## src/rtl/vga_timing_pkg.sv

```systemverilog
// vga_timing_pkg: shared 640x480@60 timing constants and a window helper.
// Used by vga_sync_gen, vga_pixel_tick and the pong pixel generators.
package vga_timing_pkg;

    localparam int COORD_W = 10;
    localparam int DIV_W   = 4;

    localparam int H_DISPLAY = 640;
    localparam int H_FRONT   = 16;
    localparam int H_SYNC    = 96;
    localparam int H_BACK    = 48;

    localparam int V_DISPLAY = 480;
    localparam int V_FRONT   = 10;
    localparam int V_SYNC    = 2;
    localparam int V_BACK    = 33;

    localparam int H_TOTAL      = H_DISPLAY + H_FRONT + H_SYNC + H_BACK;
    localparam int V_TOTAL      = V_DISPLAY + V_FRONT + V_SYNC + V_BACK;
    localparam int H_SYNC_START = H_DISPLAY + H_FRONT;
    localparam int H_SYNC_END   = H_SYNC_START + H_SYNC - 1;
    localparam int V_SYNC_START = V_DISPLAY + V_FRONT;
    localparam int V_SYNC_END   = V_SYNC_START + V_SYNC - 1;

    // True when coordinate c lies in the inclusive range [lo, hi].
    function automatic logic in_window(
        input logic [COORD_W-1:0] c,
        input int                 lo,
        input int                 hi
    );
        return (int'(c) >= lo) && (int'(c) <= hi);
    endfunction

endpackage

```

## src/rtl/vga_pixel_tick.sv

```systemverilog
// vga_pixel_tick: mod-CLK_DIV divider producing a one-clk pixel strobe.
// Ports: i_clk, i_rst (async, active-high), o_p_tick (strobe).
module vga_pixel_tick
    import vga_timing_pkg::*;
#(
    parameter int CLK_DIV = 4
) (
    input  logic i_clk,
    input  logic i_rst,
    output logic o_p_tick
);

    localparam logic [DIV_W-1:0] DIV_LAST = DIV_W'(CLK_DIV - 1);

    if (CLK_DIV < 1 || CLK_DIV > 16) begin : g_div_chk
        $error("CLK_DIV must be within 1..16");
    end

    logic [DIV_W-1:0] r_div_cnt;

    // With CLK_DIV = 1 the counter sits at 0 == DIV_LAST, so the tick is
    // permanently high.
    always_ff @(posedge i_clk or posedge i_rst) begin
        if (i_rst) begin
            r_div_cnt <= '0;
        end else if (r_div_cnt == DIV_LAST) begin
            r_div_cnt <= '0;
        end else begin
            r_div_cnt <= r_div_cnt + 1'b1;
        end
    end

    assign o_p_tick = (r_div_cnt == DIV_LAST);

endmodule

```

## src/rtl/vga_sync_gen.sv

```systemverilog
// vga_sync_gen: VGA x/y counters, video_on, registered hsync/vsync.
// Ports: clk, reset (async high), p_tick, x, y, video_on, hsync, vsync,
// frame_tick. Optional macro FRAME_TICK_EN builds the frame_tick pulse.
module vga_sync_gen #(
    parameter int   CLK_DIV     = 4,
    parameter int   H_DISPLAY   = vga_timing_pkg::H_DISPLAY,
    parameter int   H_FRONT     = vga_timing_pkg::H_FRONT,
    parameter int   H_SYNC      = vga_timing_pkg::H_SYNC,
    parameter int   H_BACK      = vga_timing_pkg::H_BACK,
    parameter int   V_DISPLAY   = vga_timing_pkg::V_DISPLAY,
    parameter int   V_FRONT     = vga_timing_pkg::V_FRONT,
    parameter int   V_SYNC      = vga_timing_pkg::V_SYNC,
    parameter int   V_BACK      = vga_timing_pkg::V_BACK,
    parameter logic SYNC_ACTIVE = 1'b0
) (
    input  logic                               clk,
    input  logic                               reset,
    output logic                               p_tick,
    output logic [vga_timing_pkg::COORD_W-1:0] x,
    output logic [vga_timing_pkg::COORD_W-1:0] y,
    output logic                               video_on,
    output logic                               hsync,
    output logic                               vsync,
    output logic                               frame_tick
);

    localparam int CW      = vga_timing_pkg::COORD_W;
    localparam int H_TOTAL = H_DISPLAY + H_FRONT + H_SYNC + H_BACK;
    localparam int V_TOTAL = V_DISPLAY + V_FRONT + V_SYNC + V_BACK;
    localparam int HS_LO   = H_DISPLAY + H_FRONT;
    localparam int HS_HI   = HS_LO + H_SYNC - 1;
    localparam int VS_LO   = V_DISPLAY + V_FRONT;
    localparam int VS_HI   = VS_LO + V_SYNC - 1;

    localparam logic [CW-1:0] H_LAST = CW'(H_TOTAL - 1);
    localparam logic [CW-1:0] V_LAST = CW'(V_TOTAL - 1);

    if (H_TOTAL > (1 << CW)) begin : g_h_chk
        $error("H_TOTAL exceeds 10-bit counter range");
    end
    if (V_TOTAL > (1 << CW)) begin : g_v_chk
        $error("V_TOTAL exceeds 10-bit counter range");
    end

    logic          w_p_tick;
    logic          w_h_end;
    logic          w_v_end;
    logic [CW-1:0] w_h_next;
    logic [CW-1:0] w_v_next;
    logic [CW-1:0] r_h_cnt;
    logic [CW-1:0] r_v_cnt;
    logic          r_hsync;
    logic          r_vsync;

    vga_pixel_tick #(
        .CLK_DIV (CLK_DIV)
    ) u_pixel_tick (
        .i_clk    (clk),
        .i_rst    (reset),
        .o_p_tick (w_p_tick)
    );

    always_comb begin
        w_h_end  = (r_h_cnt == H_LAST);
        w_v_end  = (r_v_cnt == V_LAST);
        w_h_next = r_h_cnt;
        w_v_next = r_v_cnt;
        if (w_p_tick) begin
            w_h_next = w_h_end ? '0 : r_h_cnt + 1'b1;
            if (w_h_end) begin
                w_v_next = w_v_end ? '0 : r_v_cnt + 1'b1;
            end
        end
    end

    // Sync is decoded from the next-state counts so the registered
    // pulses line up with x/y on the same edge.
    always_ff @(posedge clk or posedge reset) begin
        if (reset) begin
            r_h_cnt <= '0;
            r_v_cnt <= '0;
            r_hsync <= ~SYNC_ACTIVE;
            r_vsync <= ~SYNC_ACTIVE;
        end else begin
            r_h_cnt <= w_h_next;
            r_v_cnt <= w_v_next;
            r_hsync <= vga_timing_pkg::in_window(w_h_next, HS_LO, HS_HI)
                       ? SYNC_ACTIVE : ~SYNC_ACTIVE;
            r_vsync <= vga_timing_pkg::in_window(w_v_next, VS_LO, VS_HI)
                       ? SYNC_ACTIVE : ~SYNC_ACTIVE;
        end
    end

    assign p_tick   = w_p_tick;
    assign x        = r_h_cnt;
    assign y        = r_v_cnt;
    assign hsync    = r_hsync;
    assign vsync    = r_vsync;
    assign video_on = (r_h_cnt < CW'(H_DISPLAY))
                   && (r_v_cnt < CW'(V_DISPLAY));

`ifdef FRAME_TICK_EN
    logic w_frame_end;
    logic r_frame_tick;

    // Registered on the wrap edge itself: high in the first (0,0) clk.
    assign w_frame_end = w_p_tick & w_h_end & w_v_end;

    always_ff @(posedge clk or posedge reset) begin
        if (reset) begin
            r_frame_tick <= 1'b0;
        end else begin
            r_frame_tick <= w_frame_end;
        end
    end

    assign frame_tick = r_frame_tick;
`else
    assign frame_tick = 1'b0;
`endif

endmodule

```

## config.mk

```make
export PLATFORM = sky130hd
export DESIGN_NAME = vga_sync_gen
export DESIGN_NICKNAME = d
export VERILOG_FILES = /design/src/rtl/vga_timing_pkg.sv /design/src/rtl/vga_pixel_tick.sv /design/src/rtl/vga_sync_gen.sv
export SDC_FILE = /design/constraint.sdc
export NUM_CORES = 1
export LEC_CHECK = 0
export ABC_AREA = 0
export CORE_UTILIZATION = 42
export DETAILED_ROUTE_END_ITERATION = 8
export PLACE_DENSITY = 0.67
export SLEW_MARGIN = 20
export SYNTH_ARGS = -nofsm -noshare
export SYNTH_HDL_FRONTEND = slang
export SYNTH_SLANG_ARGS = --single-unit
```

## constraint.sdc

```tcl
create_clock -name clk -period 2.1 [get_ports clk]
set_input_delay 0.42 -clock clk [delete_from_list [all_inputs] [get_ports clk]]
set_output_delay 0.42 -clock clk [all_outputs]
set_load 0.005 [all_outputs]
```

[Word level (Yosys, flattened, before mapping)]
Cells that the tools add are included.
Word-level totals
  bits in registers: 26
  bits of input ports: 2
  output and inout bits: 25
  logic and storage cells: 28
Cells by class
  $add $sub $neg: 3
  magnitude comparators: 6
  equal/unequal tests: 3
  mux-type cells: 8
  reduce and logical (&&, ||, !) cells: 3
Operators with widths (number)
  two-way mux 10 bit: 5
  adder 10 x 1 -> 10 bit, second input constant: 2
  == test 10 bit, second input constant: 2
  greater-or-equal comparator 10 bit, second input constant: 1
  greater-or-equal comparator 10 x 9 -> 1 bit, second input constant: 1
  <= comparator 10 bit, second input constant: 1
  <= comparator 10 x 9 -> 1 bit, second input constant: 1
  < comparator 10 bit, second input constant: 1
  < comparator 10 x 9 -> 1 bit, second input constant: 1
  adder 4 x 1 -> 4 bit, second input constant: 1
  == test 4 x 2 -> 1 bit, second input constant: 1
  two-way mux 4 bit: 1
  logical AND 1 bit: 3
  two-way mux 1 bit: 2

[Depth between registers and ports, before layout]
Gate-level depths: netlist of the first run.
  depth after elaboration: 7
  depth in mapped cells: 8
  mapped depth without buffers: 7

[Hierarchy]
A second synthesis of the first run with hierarchy kept.
Second synthesis, totals
  cells, all modules: 144
  area, all modules: 1428.9 um2
By module, submodules not included
  vga_sync_gen: times used 1, cells an instance 131, area an instance 1261.2 um2, seq. area each 553.0 um2
  vga_pixel_tick: times used 1, cells an instance 13, area an instance 167.7 um2, seq. area each 100.1 um2

[Worst setup path after synthesis of the first run]
Ideal clock, no wire load.
  path type: register to register
  start point: reg u_pixel_tick.r_div_cnt[0]
  end point: reg r_hsync (netlist: hsync)
  library setup time: 0.086 ns
  arrival: 2.081 ns
  data required time: 2.014 ns
  path slack: -0.067 ns
  stages on the path, launching flop included: 8
  buffers on the path: 1
  clock period less this slack: 2.167 ns
  cells stage by stage: dfrtp_1 -> ha_1 -> or3b_4 -> clkbuf_1 -> nor3_1 -> xnor2_1 -> and3b_1 -> a2111o_1
On the way
  word-level cells in the longest chain between the ends: 5
  elaborated cells on any way between the ends: 6
  classes of those cells: 2 x order compare; 1 x eq/ne; 2 x mux; 1 x reduce/logical
RTL lines
  start, declared: RTL line vga_pixel_tick.sv:19  | logic [DIV_W-1:0] r_div_cnt;
  start signal, assigned: RTL line vga_pixel_tick.sv:29  | r_div_cnt <= r_div_cnt + 1'b1;
  == test 4 x 2 -> 1 bit (*): RTL line vga_pixel_tick.sv:33  | assign o_p_tick = (r_div_cnt == DIV_LAST);
  two-way mux 10 bit (*): RTL line vga_sync_gen.sv:68  | if (w_p_tick) begin
  greater-or-equal comparator 10 bit / <= comparator 10 bit (equally long branches): RTL line vga_timing_pkg.sv:31  | return (int'(c) >= lo) && (int'(c) <= hi);
  logical AND 1 bit (*): RTL line vga_timing_pkg.sv:31
  two-way mux 1 bit (*): RTL line vga_sync_gen.sv:88  | ? SYNC_ACTIVE : ~SYNC_ACTIVE;
  end signal, assigned: RTL line vga_sync_gen.sv:82  | r_hsync <= ~SYNC_ACTIVE;
  end signal, assigned: RTL line vga_sync_gen.sv:87  | r_hsync <= vga_timing_pkg::in_window(w_h_next, HS_LO, HS_HI)
  end, declared: RTL line vga_sync_gen.sv:52  | logic r_hsync;
Every way passes the cells marked *; elsewhere a longest branch is shown, timed or not.

[Final worst setup path of the first run]
  start point: reg u_pixel_tick.r_div_cnt[0]
  end point: reg r_hsync (netlist: hsync)
On the way
  word-level cells in the longest chain between the ends: 5
  elaborated cells on any way between the ends: 6
  classes of those cells: 2 x order compare; 1 x eq/ne; 2 x mux; 1 x reduce/logical
RTL lines
  == test 4 x 2 -> 1 bit (*): RTL line vga_pixel_tick.sv:33
  two-way mux 10 bit (*): RTL line vga_sync_gen.sv:68
  named net w_h_next[5]: RTL line vga_sync_gen.sv:48  | logic [CW-1:0] w_h_next;
  greater-or-equal comparator 10 bit / <= comparator 10 bit (equally long branches): RTL line vga_timing_pkg.sv:31
  logical AND 1 bit (*): RTL line vga_timing_pkg.sv:31
  two-way mux 1 bit (*): RTL line vga_sync_gen.sv:88
The timed path passes the listed nets; every way through them passes the cells marked *.

==> implementation parameters, run 1 <==
Parameter                              Value

Flow run
  Max-capacitance violation count ... 0

Routing
  Post-DRT Antenna Nets ... 0
  DRT iter0 DRCs ... 48
  Detailed-route wire length ... 3.14 mm
  Post-detailed-route DRC marker count ... 0
  Number of iterations in the first detailed-routing pass ... 4
  Total via count in the routed design ... 1,242
  Detailed-route wire length per cell ... 13.4 µm
  Via/cell ratio ... 5.31

Global routing
  Number of antenna violations at the first check in global routing ... 0
  Wire length of the first global-routing pass ... 5.27 mm
  GRT overflow ... 0
  Vias in the first global route ... 1,186
  GRT Overall Usage ... 19.8%
  Pin count of the biggest net entering global routing ... 27

Yosys
  Number of library cell types mapped by synthesis ... 40
  Total nets after synthesis ... 150
  Yosys Warn Count ... 0
  Most instantiated cells after synthesis ... sky130_fd_sc_hd__dfrtp_1 (24), sky130_fd_sc_hd__nand2_1 (19), sky130_fd_sc_hd__nand3_1 (11)
  Post-synthesis register bit count ... 26
  Area share of the largest cell type after synthesis ... 42.1%
  Synthesized instance count ... 144
  Cell area after synthesis ... 1430 µm²
  Leading area contributor after synthesis ... sky130_fd_sc_hd__dfrtp_1
  Avg Inst Size Synth ... 9.90 µm²
  Leading cell type by number of instances after synthesis ... sky130_fd_sc_hd__dfrtp_1
  Leading post-synthesis cells by cell area ... sky130_fd_sc_hd__dfrtp_1 (42%), sky130_fd_sc_hd__nand2_1 (5.0%), sky130_fd_sc_hd__xor2_1 (4.3%)
  Post-synthesis sequential area ratio ... 45.8%
  Post-synth EDFFs ... 0
  Asr flop ratio synth ... 100%
  Flip-flop cell with the highest count after synthesis ... sky130_fd_sc_hd__dfrtp_1

CTS
  Total clock sinks ... 26
  Number of clock buffers inserted by TritonCTS ... 3
  Clock H-tree levels ... 1
  CTS Root Cell ... sky130_fd_sc_hd__clkbuf_4
  Number of buffers between clock root and the deepest sink ... 2
  Worst skew pair latency ... 0.31 ns
  Clock tree from TritonCTS ... done
  Number of buffers inserted for hold repair after clock tree synthesis ... 0
  Post-CTS clock slew at the launch and capture registers of the worst setup and hold paths ... 0.13 ns

STA
  Setup repair after global routing missed its margin ... yes
  Worst Slack Setup Final ... -0.0539 ns
  # setup viols final ... 1
  Post-Route Setup TNS ... -0.0539 ns
  Setup skew after layout ... 0.00653 ns
  Final period util ... 103%
  Endpoints failing hold ... 0
  Smallest hold slack ... 0.446 ns
  Highest clock frequency the design can meet ... 0.464 GHz
  Time the worst path needs with I/O delays and setup ... 2.15 ns
  Number of pins with negative max-slew slack in the final report ... 0

Layout
  Finished Cell Area ... 1980 µm²
  Utilization of the core after routing ... 63.3%
  Ratio of cells with drive above 1 in the final layout ... 30.0%
  Count of filler cells inserted in the layout ... 274
  Area growth, synth to finish ... 38.9%
  Final net count ... 197
  Diode insertion count for antenna repair ... 0

Placement
  Global placer's final weighted congestion ... 0.801
  Port-buffer cells ... 25
  Instance area at placement ... 1830 µm²
  Hpwl dp ... 2.30 mm

Critical path
  Crit Path Category ... flop to flop
  Endpoint class of the critical path ... flop
  Worst path bufs/invs ... 0
  Launching element type of the critical path ... flop
  Arrival time of the worst setup path ... 2.40 ns
  Slowest cell on the critical path ... sky130_fd_sc_hd__or4_4
  Slowest stage delay, CP ... 0.50 ns
  Worst setup slack for register-to-register paths ... -0.05 ns
  Biggest fanout along the worst timing path ... 4
  List of cells traversed by the critical path ... ha_2 > or3b_4 > or4_4 > a21oi_4 > nor2_2 > a2111o_1
  Critical path data required time ... 2.35 ns
  Cell class contributing the biggest share of worst-path delay ... simple AND/OR/NAND/NOR gates

Power
  Sum of internal, switching and leakage power ... 724 µW
  Max VDD drop ... 0.343 mV
  Total power per unit cell area ... 366 nW/µm²
  Static power due to leakage ... 0.830 nW

Floorplanning
  Initial standard-cell utilization of the core ... 45.6%
  Die outline height ... 60.3 µm
  Row count ... 20
  Core outline area ... 3130 µm²
  Area enclosed by the die boundary ... 3630 µm²
  Number of top-level pins ... 27
  Floorplan die width ... 60.3 µm

Outcome
  Result of the run ... finished with violations
  Violated checks ... setup timing

Min path
  Class of the most critical hold timing path ... primary input to async pin
==> metrics by stage <==
step	setup slack [ns]	instances
floorplan	-0.00524	144
global placement	-0.00505	223
detailed placement	-0.0550	223
CTS	-0.0581	230
global route	-0.111	234
finish	-0.0539	234
==> final cells by class <==
| class | instances | area (µm²) | share of cell area (%) |
|---|---|---|---|
| multi-input combinational | 104 | 782 | 39.5 |
| timing repair buffer | 48 | 430 | 21.7 |
| tap | 44 | 55.1 | 2.78 |
| clock buffer | 4 | 26.3 | 1.33 |
| inverter | 8 | 32.5 | 1.64 |
| sequential | 26 | 653 | 33.0 |
==> cells by family after synthesis <==
| group | after synthesis | share of synthesized area (%) |
|---|---|---|
| AOI/OAI and AO/OA | 24 | 11.1 |
| xor gates and xnor gates | 13 | 7.99 |
| adders and majority gates | 4 | 3.51 |
| buffers and inverters | 14 | 5.00 |
| DFF | 26 | 45.8 |
| other | 1 | 0.263 |
| and+or+nand+nor | 62 | 26.3 |
==> cells in the final DEF, fill, tap and decap left out, types with 2 or more instances in the layout <==
cell type / instances
sky130_fd_sc_hd__a21oi_1: 4
sky130_fd_sc_hd__buf_4: 21
sky130_fd_sc_hd__buf_6: 3
sky130_fd_sc_hd__clkbuf_4: 3
sky130_fd_sc_hd__clkdlybuf4s50_1: 23
sky130_fd_sc_hd__dfrtp_1: 24
sky130_fd_sc_hd__dfstp_2: 2
sky130_fd_sc_hd__ha_1: 3
sky130_fd_sc_hd__inv_1: 7
sky130_fd_sc_hd__nand2_1: 18
sky130_fd_sc_hd__nand2b_1: 2
sky130_fd_sc_hd__nand3_1: 10
sky130_fd_sc_hd__nand4_1: 5
sky130_fd_sc_hd__nor2_1: 3
sky130_fd_sc_hd__nor2_2: 2
sky130_fd_sc_hd__nor3_1: 3
sky130_fd_sc_hd__nor3_2: 3
sky130_fd_sc_hd__nor4_2: 2
sky130_fd_sc_hd__o21ai_0: 2
sky130_fd_sc_hd__o21ai_1: 5
sky130_fd_sc_hd__o31ai_2: 4
sky130_fd_sc_hd__or4_4: 2
sky130_fd_sc_hd__xnor2_1: 6
sky130_fd_sc_hd__xor2_1: 7
==> registers in the layout, summed over array words and instances, names as in the netlist <==
name and count:
hsync 1, u_pixel_tick.r_div_cnt 4, vsync 1, x 10
y 10
==> final timing paths <==
path,startpoint,end,cells past startpoint
max reg2reg,u_pixel_tick.r_div_cnt[0]$_DFF_PP0_,hsync$_DFF_PP1_,6
max in group asynchronous,reset,hsync$_DFF_PP1_,3
min in group clk,u_pixel_tick.r_div_cnt[3]$_DFF_PP0_,u_pixel_tick.r_div_cnt[3]$_DFF_PP0_,1
min,reset,y[8]$_DFF_PP0_,3
min reg2reg,u_pixel_tick.r_div_cnt[3]$_DFF_PP0_,u_pixel_tick.r_div_cnt[3]$_DFF_PP0_,1
max,u_pixel_tick.r_div_cnt[0]$_DFF_PP0_,hsync$_DFF_PP1_,6
==> metal layers <==
| metal | part of all wire, % | up-vias | global-route usage (%) |
|---|---|---|---|
| li1 | - | 603 | - |
| met1 | 46 | 614 | 25.3 |
| met2 | 51 | 23 | 33.8 |
| met5 | 0 | - | 0 |
| met4 | 0.73 | 0 | 6.98 |
| met3 | 2.1 | 2 | 2.60 |
==> where the power goes <==
group / leakage (nW) / internal [mW] / switching (mW)
Clock: 0.0150 / 0.0741 / 0.136
Sequential: 0.342 / 0.501 / 0
Combinational: 0.473 / 0.00298 / 0.0100
Total: 0.830 / 0.578 / 0.146
==> worst register-to-register path: stages, from the launching register on <==
cell and delay, ns:
sky130_fd_sc_hd__dfrtp_1 0.38, sky130_fd_sc_hd__ha_2 0.18, sky130_fd_sc_hd__or3b_4 0.41, sky130_fd_sc_hd__or4_4 0.51
sky130_fd_sc_hd__a21oi_4 0.16, sky130_fd_sc_hd__nor2_2 0.06, sky130_fd_sc_hd__a2111o_1 0.40
==> what timing repair did <==
item                       CTS  global route
resized for setup           10            11
cloned                       0             0
setup endpoints to repair    5             8
buffers inserted             3             4
pin swaps                    3             8
Power figures use the tool's default switching activity.
==> run 2, diff against run 1 <==
--- a/config.mk
+++ b/config.mk
@@ -8,6 +8,7 @@
 export ABC_AREA = 0
 export CORE_UTILIZATION = 42
 export DETAILED_ROUTE_END_ITERATION = 8
+export HOLD_SLACK_MARGIN = 0.05
 export PLACE_DENSITY = 0.67
 export SLEW_MARGIN = 20
 export SYNTH_ARGS = -nofsm -noshare
==> results of run 2 <==
Final layout, timing and power as in run 1 (identical DEF).
==> run 3, diff against run 2 <==
--- a/config.mk
+++ b/config.mk
@@ -6,11 +6,13 @@
 export NUM_CORES = 1
 export LEC_CHECK = 0
 export ABC_AREA = 0
-export CORE_UTILIZATION = 42
+export CORE_MARGIN = 2
+export CORE_UTILIZATION = 46
 export DETAILED_ROUTE_END_ITERATION = 8
 export HOLD_SLACK_MARGIN = 0.05
-export PLACE_DENSITY = 0.67
+export PLACE_DENSITY = 0.73
 export SLEW_MARGIN = 20
 export SYNTH_ARGS = -nofsm -noshare
 export SYNTH_HDL_FRONTEND = slang
+export SYNTH_HIERARCHICAL = 1
 export SYNTH_SLANG_ARGS = --single-unit
==> run 3 against run 2 <==
Compared with the run above: count of clock-buffer cells in the layout unchanged; first-iteration DRC count shrank 33%; critical endpoint is now vsync$_DFF_PP1_; largest cell class unchanged; the run now ends clean; area after synthesis is 0.26% higher.
==> implementation parameters, run 3 <==
Parameter                              Value

Outcome
  Result of the run ... completed

Power
  Sum of internal, switching and leakage power ... 730 µW
  Max VDD drop ... 0.296 mV
  Static power due to leakage ... 0.813 nW
  Total power per unit cell area ... 383 nW/µm²

CTS
  Total clock sinks ... 26
  Clock tree from TritonCTS ... done
  Worst skew pair latency ... 0.31 ns
  Number of buffers between clock root and the deepest sink ... 2
  CTS Root Cell ... sky130_fd_sc_hd__clkbuf_4
  Post-CTS clock slew at the launch and capture registers of the worst setup and hold paths ... 0.14 ns
  Number of clock buffers inserted by TritonCTS ... 3
  Number of buffers inserted for hold repair after clock tree synthesis ... 0
  Clock H-tree levels ... 1

Layout
  Most frequent standard cell in the layout excluding fill and tap cells ... sky130_fd_sc_hd__clkdlybuf4s50_1
  Highest-count cells in the layout ignoring fill and taps ... sky130_fd_sc_hd__clkdlybuf4s50_1 (24), sky130_fd_sc_hd__dfrtp_1 (20), sky130_fd_sc_hd__buf_4 (18)
  Diode insertion count for antenna repair ... 0
  Ratio of cells with drive above 1 in the final layout ... 24.1%
  Finished Layout Cells ... 220
  Area growth, synth to finish ... 33.5%
  Count of filler cells inserted in the layout ... 246
  Finished Cell Area ... 1910 µm²
  Final net count ... 194

STA
  Number of pins with negative max-slew slack in the final report ... 0
  Highest clock frequency the design can meet ... 0.489 GHz
  Time the worst path needs with I/O delays and setup ... 2.04 ns
  # setup viols final ... 0
  Final period util ... 97.4%
  Worst Slack Setup Final ... 0.0551 ns
  Setup repair after global routing missed its margin ... yes
  Endpoints failing hold ... 0
  Smallest hold slack ... 0.297 ns
  Setup skew after layout ... 0.00342 ns

Yosys
  Synthesized instance count ... 144
  Post-synth EDFFs ... 0
  Cell area after synthesis ... 1430 µm²
  Leading area contributor after synthesis ... sky130_fd_sc_hd__dfrtp_1
  Area share of the largest cell type after synthesis ... 42.0%
  Post-synthesis register bit count ... 26
  Asr flop ratio synth ... 100%
  Leading cell type by number of instances after synthesis ... sky130_fd_sc_hd__dfrtp_1
  Yosys Warn Count ... 6
  Most instantiated cells after synthesis ... sky130_fd_sc_hd__dfrtp_1 (24), sky130_fd_sc_hd__nand2_1 (11), sky130_fd_sc_hd__nor2_1 (11)
  Leading post-synthesis cells by cell area ... sky130_fd_sc_hd__dfrtp_1 (42%), sky130_fd_sc_hd__xnor2_1 (5.5%), sky130_fd_sc_hd__dfstp_2 (3.7%)
  Post-synthesis sequential area ratio ... 45.7%
  Avg Inst Size Synth ... 9.92 µm²
  Number of library cell types mapped by synthesis ... 43
  Total nets after synthesis ... 150
  Flip-flop cell with the highest count after synthesis ... sky130_fd_sc_hd__dfrtp_1

Floorplanning
  Initial standard-cell utilization of the core ... 47.6%
  Die outline height ... 59.7 µm
  Row count ... 20
  Number of top-level pins ... 27
  Area enclosed by the die boundary ... 3570 µm²
  Core outline area ... 3000 µm²
  Floorplan die width ... 59.7 µm

Routing
  Post-detailed-route DRC marker count ... 0
  Via/cell ratio ... 5.66
  DRT iter0 DRCs ... 32
  Total via count in the routed design ... 1,246
  Post-DRT Antenna Nets ... 0
  Detailed-route wire length per cell ... 14.3 µm
  Number of iterations in the first detailed-routing pass ... 4
  Detailed-route wire length ... 3.15 mm

Min path
  Class of the most critical hold timing path ... primary input to async pin

Placement
  Hpwl dp ... 2.11 mm
  Placed Cells ... 205
  Instance area at placement ... 1750 µm²
  Port-buffer cells ... 25
  Pre-CTS WS ... 0.0207 ns
  Global placer's final weighted congestion ... 0.853

Flow run
  Max-capacitance violation count ... 0

Critical path
  Crit Path Category ... flop to flop
  Critical path data required time ... 2.34 ns
  Launching element type of the critical path ... flop
  Biggest fanout along the worst timing path ... 8
  Arrival time of the worst setup path ... 2.29 ns
  Endpoint class of the critical path ... flop

Global routing
  GRT Overall Usage ... 19.0%
  Number of antenna violations at the first check in global routing ... 0
  Wire length of the first global-routing pass ... 5.25 mm
  Pin count of the biggest net entering global routing ... 23
  GRT overflow ... 0
  Vias in the first global route ... 1,171
## run 3: changes by cell type after synthesis, sizes merged, moves of 4 or more
cell / change
nand2: -8
nor2: +6
o31ai: -5
xor2: -4
## run 3: cells by family after synthesis
group,count (synthesis),share of synthesized area [%]
xor+xnor,12,7.88
buf+inv,14,5.60
simple gates,64,26.4
compound gates,19,7.71
flops,26,45.7
other cells,1,0.262
fa+ha+maj,4,3.50
mux,4,2.89
## run 3: path summary, 6_finish.rpt
check	slack, ns	start	cells after the start	end
max	0.06	u_pixel_tick/r_div_cnt[1]$_DFF_PP0_	8	vsync$_DFF_PP1_
min	0.30	reset	2	u_pixel_tick/r_div_cnt[2]$_DFF_PP0_
max reg2reg	0.06	u_pixel_tick/r_div_cnt[1]$_DFF_PP0_	8	vsync$_DFF_PP1_
min reg2reg	0.55	u_pixel_tick/r_div_cnt[0]$_DFF_PP0_	1	u_pixel_tick/r_div_cnt[1]$_DFF_PP0_
max in group asynchronous	1.37	reset	3	hsync$_DFF_PP1_
min in group clk	0.55	u_pixel_tick/r_div_cnt[0]$_DFF_PP0_	1	u_pixel_tick/r_div_cnt[1]$_DFF_PP0_
## run 3: per-stage QoR
step           util (%)  TNS (ns)
2_1_floorplan         -         0
3_3_place_gp       58.3         0
3_5_place_dp       58.3         0
4_1_cts            60.8         0
5_1_grt            63.5    -0.193
6_report           63.5         0
## run 3: where the power goes
part           switching, mW  internal [mW]  total (mW)  leakage, nW
Combinational         0.0107        0.00314      0.0138        0.462
Sequential                 0          0.501       0.501        0.335
Clock                  0.141         0.0741       0.215       0.0150
## run 3: routing by layer
metal	track usage, %	up-vias	part of all wire (%)
li1	-	592	-
met1	27.0	623	45
met2	30.6	27	51
met3	2.81	4	2.9
met4	4.44	0	0.60
met5	0	-	0
## run 3: timing repair
action                                  4_1_cts  5_1_grt
endpoints found under the setup margin        4        6
resized for setup                             6        8
pin swaps                                     1        2
setup buffers                                 4        7
## run 3: area by class of cell
cell class	instances	area, µm²	area share, %
clock buffers	4	26.3	1.38
well taps	33	41.3	2.17
repair buffers	46	418	21.9
inverters	7	26.3	1.38
flip-flops and latches	26	658	34.5
multi-input cells	104	737	38.6
## run 3: worst max-delay path, stage by stage, from the launching register on
cell	delay, ns
sky130_fd_sc_hd__dfrtp_1	0.39
sky130_fd_sc_hd__ha_2	0.19
sky130_fd_sc_hd__nor3b_4	0.22
sky130_fd_sc_hd__buf_6	0.14
sky130_fd_sc_hd__nand4_1	0.13
sky130_fd_sc_hd__or3_4	0.42
sky130_fd_sc_hd__nor3_4	0.23
sky130_fd_sc_hd__xor2_2	0.16
sky130_fd_sc_hd__o2111ai_1	0.11
